<file path="src/rtl/acorn128_stream_if.sv">
// Word-serial stream front/back end for acorn128_top: loads 16 input words into the
// core operands, runs the core, then streams the result out. Option: ACORN128_STREAM_TAG_EN.
module acorn128_stream_if #(
  parameter int TIMEOUT = 4096
) (
  input  logic         clk,
  input  logic         rst,
  input  logic         s_valid_in,
  output logic         s_ready_out,
  input  logic [31:0]  s_data_in,
  input  logic         s_encrypt_in,
  output logic         core_start_out,
  output logic         core_encrypt_out,
  output logic [127:0] core_key_out,
  output logic [127:0] core_iv_out,
  output logic [127:0] core_ad_out,
  output logic [127:0] core_text_out,
  output logic [63:0]  core_len_out,
  input  logic         core_ready_in,
  input  logic [127:0] core_data_in,
  input  logic [127:0] core_tag_in,
  output logic         m_valid_out,
  input  logic         m_ready_in,
  output logic [31:0]  m_data_out,
  output logic         m_last_out,
  output logic         err_timeout_out
);

`ifdef ACORN128_STREAM_TAG_EN
  localparam int SR_W  = 256;
  localparam int N_OUT = 8;
`else
  localparam int SR_W  = 128;
  localparam int N_OUT = 4;
`endif
  localparam int TW = $clog2(TIMEOUT);

  typedef enum logic [1:0] {IDLE, LOAD, RUN, DRAIN} state_t;

  state_t          state;
  state_t          state_next;
  logic [3:0]      word_cnt;
  logic [TW-1:0]   run_cnt;
  logic [2:0]      out_cnt;
  logic [SR_W-1:0] shift_reg;
  logic            s_fire;
  logic            m_fire;
  logic            run_capture;
  logic            run_expire;
  logic            out_final;
  logic [6:0]      word_lsb;

  assign core_len_out = 64'd128;
  assign s_fire       = s_valid_in && s_ready_out;
  assign m_fire       = m_valid_out && m_ready_in;
  assign out_final    = (out_cnt == 3'(N_OUT - 1));
  assign m_data_out   = shift_reg[SR_W-1 -: 32];
  assign m_last_out   = m_valid_out && out_final;
  // Word k of a field lands most-significant first, so its LSB is 32*(3-k).
  assign word_lsb     = {~word_cnt[1:0], 5'b0};

  always_ff @(posedge clk) begin
    if (rst) state <= IDLE;
    else     state <= state_next;
  end

  always_comb begin
    state_next      = state;
    s_ready_out     = 1'b0;
    core_start_out  = 1'b0;
    m_valid_out     = 1'b0;
    err_timeout_out = 1'b0;
    run_capture     = 1'b0;
    run_expire      = 1'b0;
    case (state)
      IDLE: state_next = LOAD;
      LOAD: begin
        s_ready_out = 1'b1;
        if (s_valid_in && word_cnt == 4'd15) state_next = RUN;
      end
      RUN: begin
        core_start_out = 1'b1;
        // A ready seen in the first RUN cycle may belong to the previous block.
        if (run_cnt != '0 && core_ready_in) begin
          run_capture = 1'b1;
          state_next  = DRAIN;
        end else if (run_cnt == TW'(TIMEOUT - 1)) begin
          run_expire      = 1'b1;
          err_timeout_out = 1'b1;
          state_next      = LOAD;
        end
      end
      DRAIN: begin
        m_valid_out = 1'b1;
        if (m_ready_in && out_final) state_next = LOAD;
      end
      default: state_next = IDLE;
    endcase
  end

  always_ff @(posedge clk) begin
    if (rst) begin
      word_cnt         <= '0;
      run_cnt          <= '0;
      out_cnt          <= '0;
      shift_reg        <= '0;
      core_encrypt_out <= 1'b0;
      core_key_out     <= '0;
      core_iv_out      <= '0;
      core_ad_out      <= '0;
      core_text_out    <= '0;
    end else begin
      if (s_fire) begin
        word_cnt <= word_cnt + 4'd1;
        if (word_cnt == 4'd0) core_encrypt_out <= s_encrypt_in;
        case (word_cnt[3:2])
          2'd0:    core_key_out[word_lsb +: 32]  <= s_data_in;
          2'd1:    core_iv_out[word_lsb +: 32]   <= s_data_in;
          2'd2:    core_ad_out[word_lsb +: 32]   <= s_data_in;
          default: core_text_out[word_lsb +: 32] <= s_data_in;
        endcase
      end

      if (state == RUN) run_cnt <= run_cnt + 1'b1;
      else              run_cnt <= '0;

      // An expired block is abandoned entirely so a stale operand set can never be rerun.
      if (run_expire) begin
        word_cnt         <= '0;
        core_encrypt_out <= 1'b0;
        core_key_out     <= '0;
        core_iv_out      <= '0;
        core_ad_out      <= '0;
        core_text_out    <= '0;
      end

      if (run_capture) begin
`ifdef ACORN128_STREAM_TAG_EN
        shift_reg <= {core_data_in, core_tag_in};
`else
        shift_reg <= core_data_in;
`endif
        out_cnt <= '0;
      end else if (m_fire) begin
        shift_reg <= shift_reg << 32;
        out_cnt   <= out_cnt + 3'd1;
        if (out_final) word_cnt <= '0;
      end
    end
  end

`ifndef ACORN128_STREAM_TAG_EN
  logic unused_tag;
  assign unused_tag = ^core_tag_in;
`endif

endmodule

</file>
<file path="config.mk">
export PLATFORM = sky130hd
export DESIGN_NAME = acorn128_stream_if
export DESIGN_NICKNAME = d
export VERILOG_FILES = /design/src/rtl/acorn128_stream_if.sv
export SDC_FILE = /design/constraint.sdc
export NUM_CORES = 1
export LEC_CHECK = 0
export ABC_AREA = 1
export CORE_AREA = 4 4 352 354
export CTS_BUF_LIST = sky130_fd_sc_hd__clkbuf_8
export DETAILED_ROUTE_END_ITERATION = 8
export DIE_AREA = 0 0 356 358
export PLACE_DENSITY = 0.43
export SLEW_MARGIN = 0
export SYNTH_ARGS = -nofsm -noshare
export SYNTH_HDL_FRONTEND = slang
export SYNTH_SLANG_ARGS = --single-unit
</file>
<file path="constraint.sdc">
create_clock -name clk -period 3.25 [get_ports clk]
set_clock_uncertainty 0.15 [all_clocks]
set_input_delay 0.65 -clock clk [delete_from_list [all_inputs] [get_ports clk]]
set_output_delay 0.65 -clock clk [all_outputs]
set_load 0.01 [all_outputs]
</file>
# == After elaboration in Yosys (flattened, before gate mapping) ==
# Cells that the tools add are included.
# W data, S select, Z words.
# word_totals
wordCells,75
in_bits,294
reg_bits,662
# classes
n_reduce_logical,21
add_sub_neg,4
shifts,2
muxes,24
n_bitwise,3
n_eq_ne,11
# op_table
operator,n
$bwmux W128,4
$mux W128,2
$shift A32 B9 Y128 const A,1
$shiftx A32 B9 Y128,1
$mux W4,5
$add A12 B1 Y12 const B,1
$eq A12 B12 Y1 const B,1
$reduce_bool A12 Y1,1
$reduce_and A2 Y1,5
$neg A7 Y9,1
$mux W1,8
$mux W2,4
$pmux W2 S4,1
$eq A2 B2 Y1 const B,3
$logic_and A1 B1 Y1,6
$reduce_or A2 Y1,3
$add A4 B1 Y4 const B,1
$eq A2 B1 Y1 const B,2
$eq A4 B4 Y1 const B,1
$logic_not A2 Y1,2
$logic_not A4 Y1,1
$ne A2 B2 Y1 const B,2
$add A3 B1 Y3 const B,1
$eq A3 B2 Y1 const B,1
other kinds (6),7

# == Longest topological paths before layout ==
# logic_depth
word_depth,8
depth_mapped,11
depth_no_buf,11

# == Worst setup path before layout ==
# No wires, ideal clock.
# synth_timing
kind,flip-flop to flip-flop
start,reg word_cnt[0]
end,reg core_key_out[66]
stages_incl_launch_ff,9
t_required_ns,3.030
path_slack_ns,1.252
arrival_time_ns,1.778
synth_period_minus_slack_ns,1.998
setup_time_ns,0.070
cell_sequence,dfxtp_1 inv_2 ha_1 inv_2 clkbuf_1 clkbuf_1 nor3_1 nand2_1 a21oi_1
# synth_via
elab_chain_len,4
word_cells_on_any_way,5
# synth_lines
item,line,rtl
start: declaration,42,logic [3:0] word_cnt;
start signal: assignment,114,word_cnt <= word_cnt + 4'd1;
$not A2 Y2 *,60,"assign word_lsb = {~word_cnt[1:0], 5'b0};"
$neg A7 Y9 *,117,2'd0: core_key_out[word_lsb +: 32] <= s_data_in;
$shiftx A32 B9 Y128 / $shift A32 B9 Y128 (equally long branches),117,
$bwmux W128 *,117,
end signal: indexed assignment,117,
end: declaration,14,"output logic [127:0] core_key_out,"
# Every way passes the cells marked *; elsewhere a longest branch is shown, timed or not.
# A chain may end at the register's enable or synchronous reset.

# == Worst setup path in the final report ==
# layout_timing
start,reg state[1]
end,out m_last_out
# layout_via
elab_chain_len,3
# layout_lines
item,line,rtl
start: declaration,40,state_t state;
start signal: assignment,64,else state <= state_next;
$eq A2 B2 Y1,75,case (state)
$mux W1,75,
$logic_and A1 B1 Y1,58,assign m_last_out = m_valid_out && out_final;
end: declaration,25,"output logic m_last_out,"
# No other way between the ends.

==> results.py <==
metrics = {
    "critical_path": {
        "critPathLaunchType": "register",
        "timing_worst_setup_path_type": "register to output pin",
        "critical_path_peak_fanout": 5,
        "cp_data_required_time_ps": 2450,
        "r2r_setup_slack_ps": 260,
        "timing.rr.end": "core_iv_out[55]",
        "cp-end-kind": "output pin",
        "cp.arrival_ps": 2190,
        "r2r_cells": 8,
        "worstReg2RegStart": "word_cnt[0]",
    },
    "clock_network": {
        "clock_insertion_delay_worst_skew_ps": 780,
        "clock-root-buffer": "sky130_fd_sc_hd__clkbuf_8",
        "cts_tree": "yes",
        "cts_made_buffers": 133,
        "ctsHtreeMaxLevel": 4,
        "cts_setup_buffers": 0,
        "hold_buf_cts": 0,
        "cts.path.max_buffers": 3,
        "ctsResizeCount": 2,
        "tritoncts_num_sinks": 662,
        "worst_setup_hold_path_clk_slew_ps": 50,
    },
    "layout": {
        "syn2layout_area_growth_pct": 45.0,
        "post-route-cell-area_um2": 37900,
        "final_layout_size_suffix_gt1_share_pct": 9.04,
        "final_net_count": 4526,
        "postLayoutCoreUtil_pct": 31.3,
    },
    "sta": {
        "worst_slew_pin_slew_ps": 1040,
        "layout_min_cycle_time_ps": 2990,
        "min_period_over_period_pct": 92.1,
        "grt_setup_unrepaired": "no",
        "timing.slew.headroom_pct": 29.8,
        "setup_violations": 0,
        "max_clock_freq_ghz": 0.334,
        "slew_violations": 0,
        "finalHoldViolations": 0,
        "final.setup.tns_ps": 0,
    },
    "global_routing": {
        "number_of_antenna_violations_at_the_first_check_in_global_routing": 10,
        "overflow": 0,
        "largest_net_degree_at_the_start_of_global_routing": 98,
        "track_usage_pct": 19.3,
        "global_route_wire_length_before_repair_um": 180000,
        "first_global_vias": 24600,
    },
    "placement": {
        "place_area_um2": 35200,
        "routabilityCongestion": 0.798,
        "portBuffers": 715,
        "dpl_hpwl_um": 92900,
    },
    "drt": {
        "drt-total-wl_um": 128000,
        "amount_of_wire_on_met2_after_detailed_routing_um": 60900,
        "remaining_drc_errors": 0,
        "met1_length_um": 52400,
        "drt_first_pass_iters": 5,
        "initial_detailed_routing_violation_count": 1747,
        "detailroute.via_count": 25800,
        "post_drt_wl_per_cell_um": 21.6,
        "avgViaCountPerCell": 4.35,
        "top_signal_layer_used": "met5",
        "met3_wire_length_um": 11500,
        "route.antenna.remaining_nets": 0,
    },
    "yosys": {
        "ys_seq_area_share_pct": 50.6,
        "synth_warnings": 0,
        "synth.lib_cells_used.distinct": 29,
        "synth.ff_latch_count": 662,
        "postSynthAreaPerCell_um2": 7.47,
        "combined_area_of_all_synthesized_cells_um2": 26200,
        "post_synth_inst_count": 3504,
    },
    "pwr": {
        "ir_drop_worst_case_vdd_mv": 0.314,
        "power_leakage_nw": 13.7,
        "power_density_nw_per_um2": 514,
    },
    "floorplanning": {
        "die_width_um": 356,
        "num_io_pins": 908,
        "floorplan.rows": 128,
        "die-height_um": 358,
        "die-area_um2": 127000,
        "design.core.area_um2": 121000,
        "start_util_pct": 21.6,
    },
    "status": {
        "status": "completed",
    },
    "min_path": {
        "worstHoldPathCells": 3,
        "hold_path_startpoint": "core_data_in[8]",
        "worst_hold_path_type": "input port to register",
        "hold_path_end": "shift_reg[8]",
    },
    "run": {
        "drv.max_cap_violation_count": 0,
    },
}
## area by class of cell
cell class	instances	area, um2
Inverter	136	510
Clock buffer	167	2300
Antenna cell	4	10.0
Timing Repair Buffer	869	8640
Sequential cell	662	13300
Multi-Input combinational cell	2418	10800
Tap cell	1625	2030
Clock inverter	63	410
Fill cell	13300	83100
## worst max-delay path by stage
| stage | start | depth (start not counted) | endpoint | slack (ps) |
|---|---|---|---|---|
| floorplan | word_cnt[0] | 8 | core_key_out[66] | 1250 |
| global placement | s_data_in[23] | 6 | core_iv_out[55] | 90 |
| detailed placement | s_data_in[23] | 6 | core_key_out[55] | 100 |
| CTS | state[1] | 4 | m_last_out | 110 |
| global route | run_cnt[0] | 9 | err_timeout_out | 40 |
| finish | state[1] | 4 | m_last_out | 260 |
## placed cells by master, fill, tap and decap left out, types with 2 or more instances in the layout
cell type                         count
sky130_fd_sc_hd__dfxtp_1            662
sky130_fd_sc_hd__clkinv_8             3
sky130_fd_sc_hd__inv_12               2
sky130_fd_sc_hd__ha_1                11
sky130_fd_sc_hd__xor2_1               3
sky130_fd_sc_hd__nand2_1           1059
sky130_fd_sc_hd__clkinv_2             3
sky130_fd_sc_hd__nor3b_1              2
sky130_fd_sc_hd__nor2_4               7
sky130_fd_sc_hd__nor3_1              68
sky130_fd_sc_hd__bufinv_16            2
sky130_fd_sc_hd__nand2_2              6
sky130_fd_sc_hd__inv_1              137
sky130_fd_sc_hd__or2_2                2
sky130_fd_sc_hd__nor2_1             298
sky130_fd_sc_hd__nand3_1             40
sky130_fd_sc_hd__nand4_1             59
sky130_fd_sc_hd__a21oi_1            556
sky130_fd_sc_hd__buf_4              128
sky130_fd_sc_hd__o21ai_0            198
sky130_fd_sc_hd__clkinv_1            18
sky130_fd_sc_hd__clkbuf_8           167
sky130_fd_sc_hd__nor2_2               2
sky130_fd_sc_hd__o211a_1             32
sky130_fd_sc_hd__diode_2              4
sky130_fd_sc_hd__clkdlybuf4s50_1    714
sky130_fd_sc_hd__nor3_4               2
sky130_fd_sc_hd__buf_12              26
sky130_fd_sc_hd__inv_2               25
sky130_fd_sc_hd__inv_8                5
sky130_fd_sc_hd__inv_6                2
sky130_fd_sc_hd__conb_1              64
sky130_fd_sc_hd__clkinvlp_4           2
## worst max-delay path: stages (launching register included)
cell,delay [ps]
sky130_fd_sc_hd__dfxtp_1,350
sky130_fd_sc_hd__ha_1,310
sky130_fd_sc_hd__nand2_1,80
sky130_fd_sc_hd__inv_1,60
sky130_fd_sc_hd__clkdlybuf4s50_1,610
## through the flow
stage	power, mW	instances	worst slack [ps]	hold WS (ps)
floorplan	9.66	3566	1250	280
global placement	10.9	5710	87.8	297
detailed placement	10.9	5710	103	301
CTS	19.9	5940	105	142
global route	20.4	5942	35.3	198
finish	19.5	5944	255	267
## synth_stat cells (all sizes together)
library cell | n | area, um2
nand3b | 1 | 7.51
dfxtp | 662 | 13300
or2 | 3 | 18.8
nor3 | 71 | 372
clkinv | 19 | 71.3
nor3b | 2 | 15.0
ha | 12 | 150
nand3 | 42 | 220
clkbuf | 136 | 510
o21ai | 198 | 991
nand4 | 59 | 369
xor2 | 3 | 26.3
inv | 117 | 439
buf | 214 | 1420
xnor2 | 1 | 8.76
conb | 2 | 7.51
o211a | 32 | 320
nand2 | 1067 | 4020
a21oi | 556 | 2780
nor2 | 307 | 1170
## metal layers
layer  up-vias  track usage, %
met5         -               0
li1      12700               -
met1     12100            22.8
met3       166            6.98
met2       871            32.5
met4         2            6.00
## cells by family after synthesis
logic type	after synthesis	synth area share (%)
simple gates	1552	23.6
compound gates	786	15.6
flops	662	50.6
buf+inv	486	9.34
fa+ha+maj	12	0.574
xor+xnor	4	0.134
other cells	2	0.0287
## where the power goes
part	leakage (nW)	internal (mW)	total (mW)	switching [mW]
clock network	1.55	4.82	8.79	3.97
registers	5.33	8.22	8.28	0.0593
logic	6.79	0.794	2.44	1.64
Power figures use the tool's default switching activity.
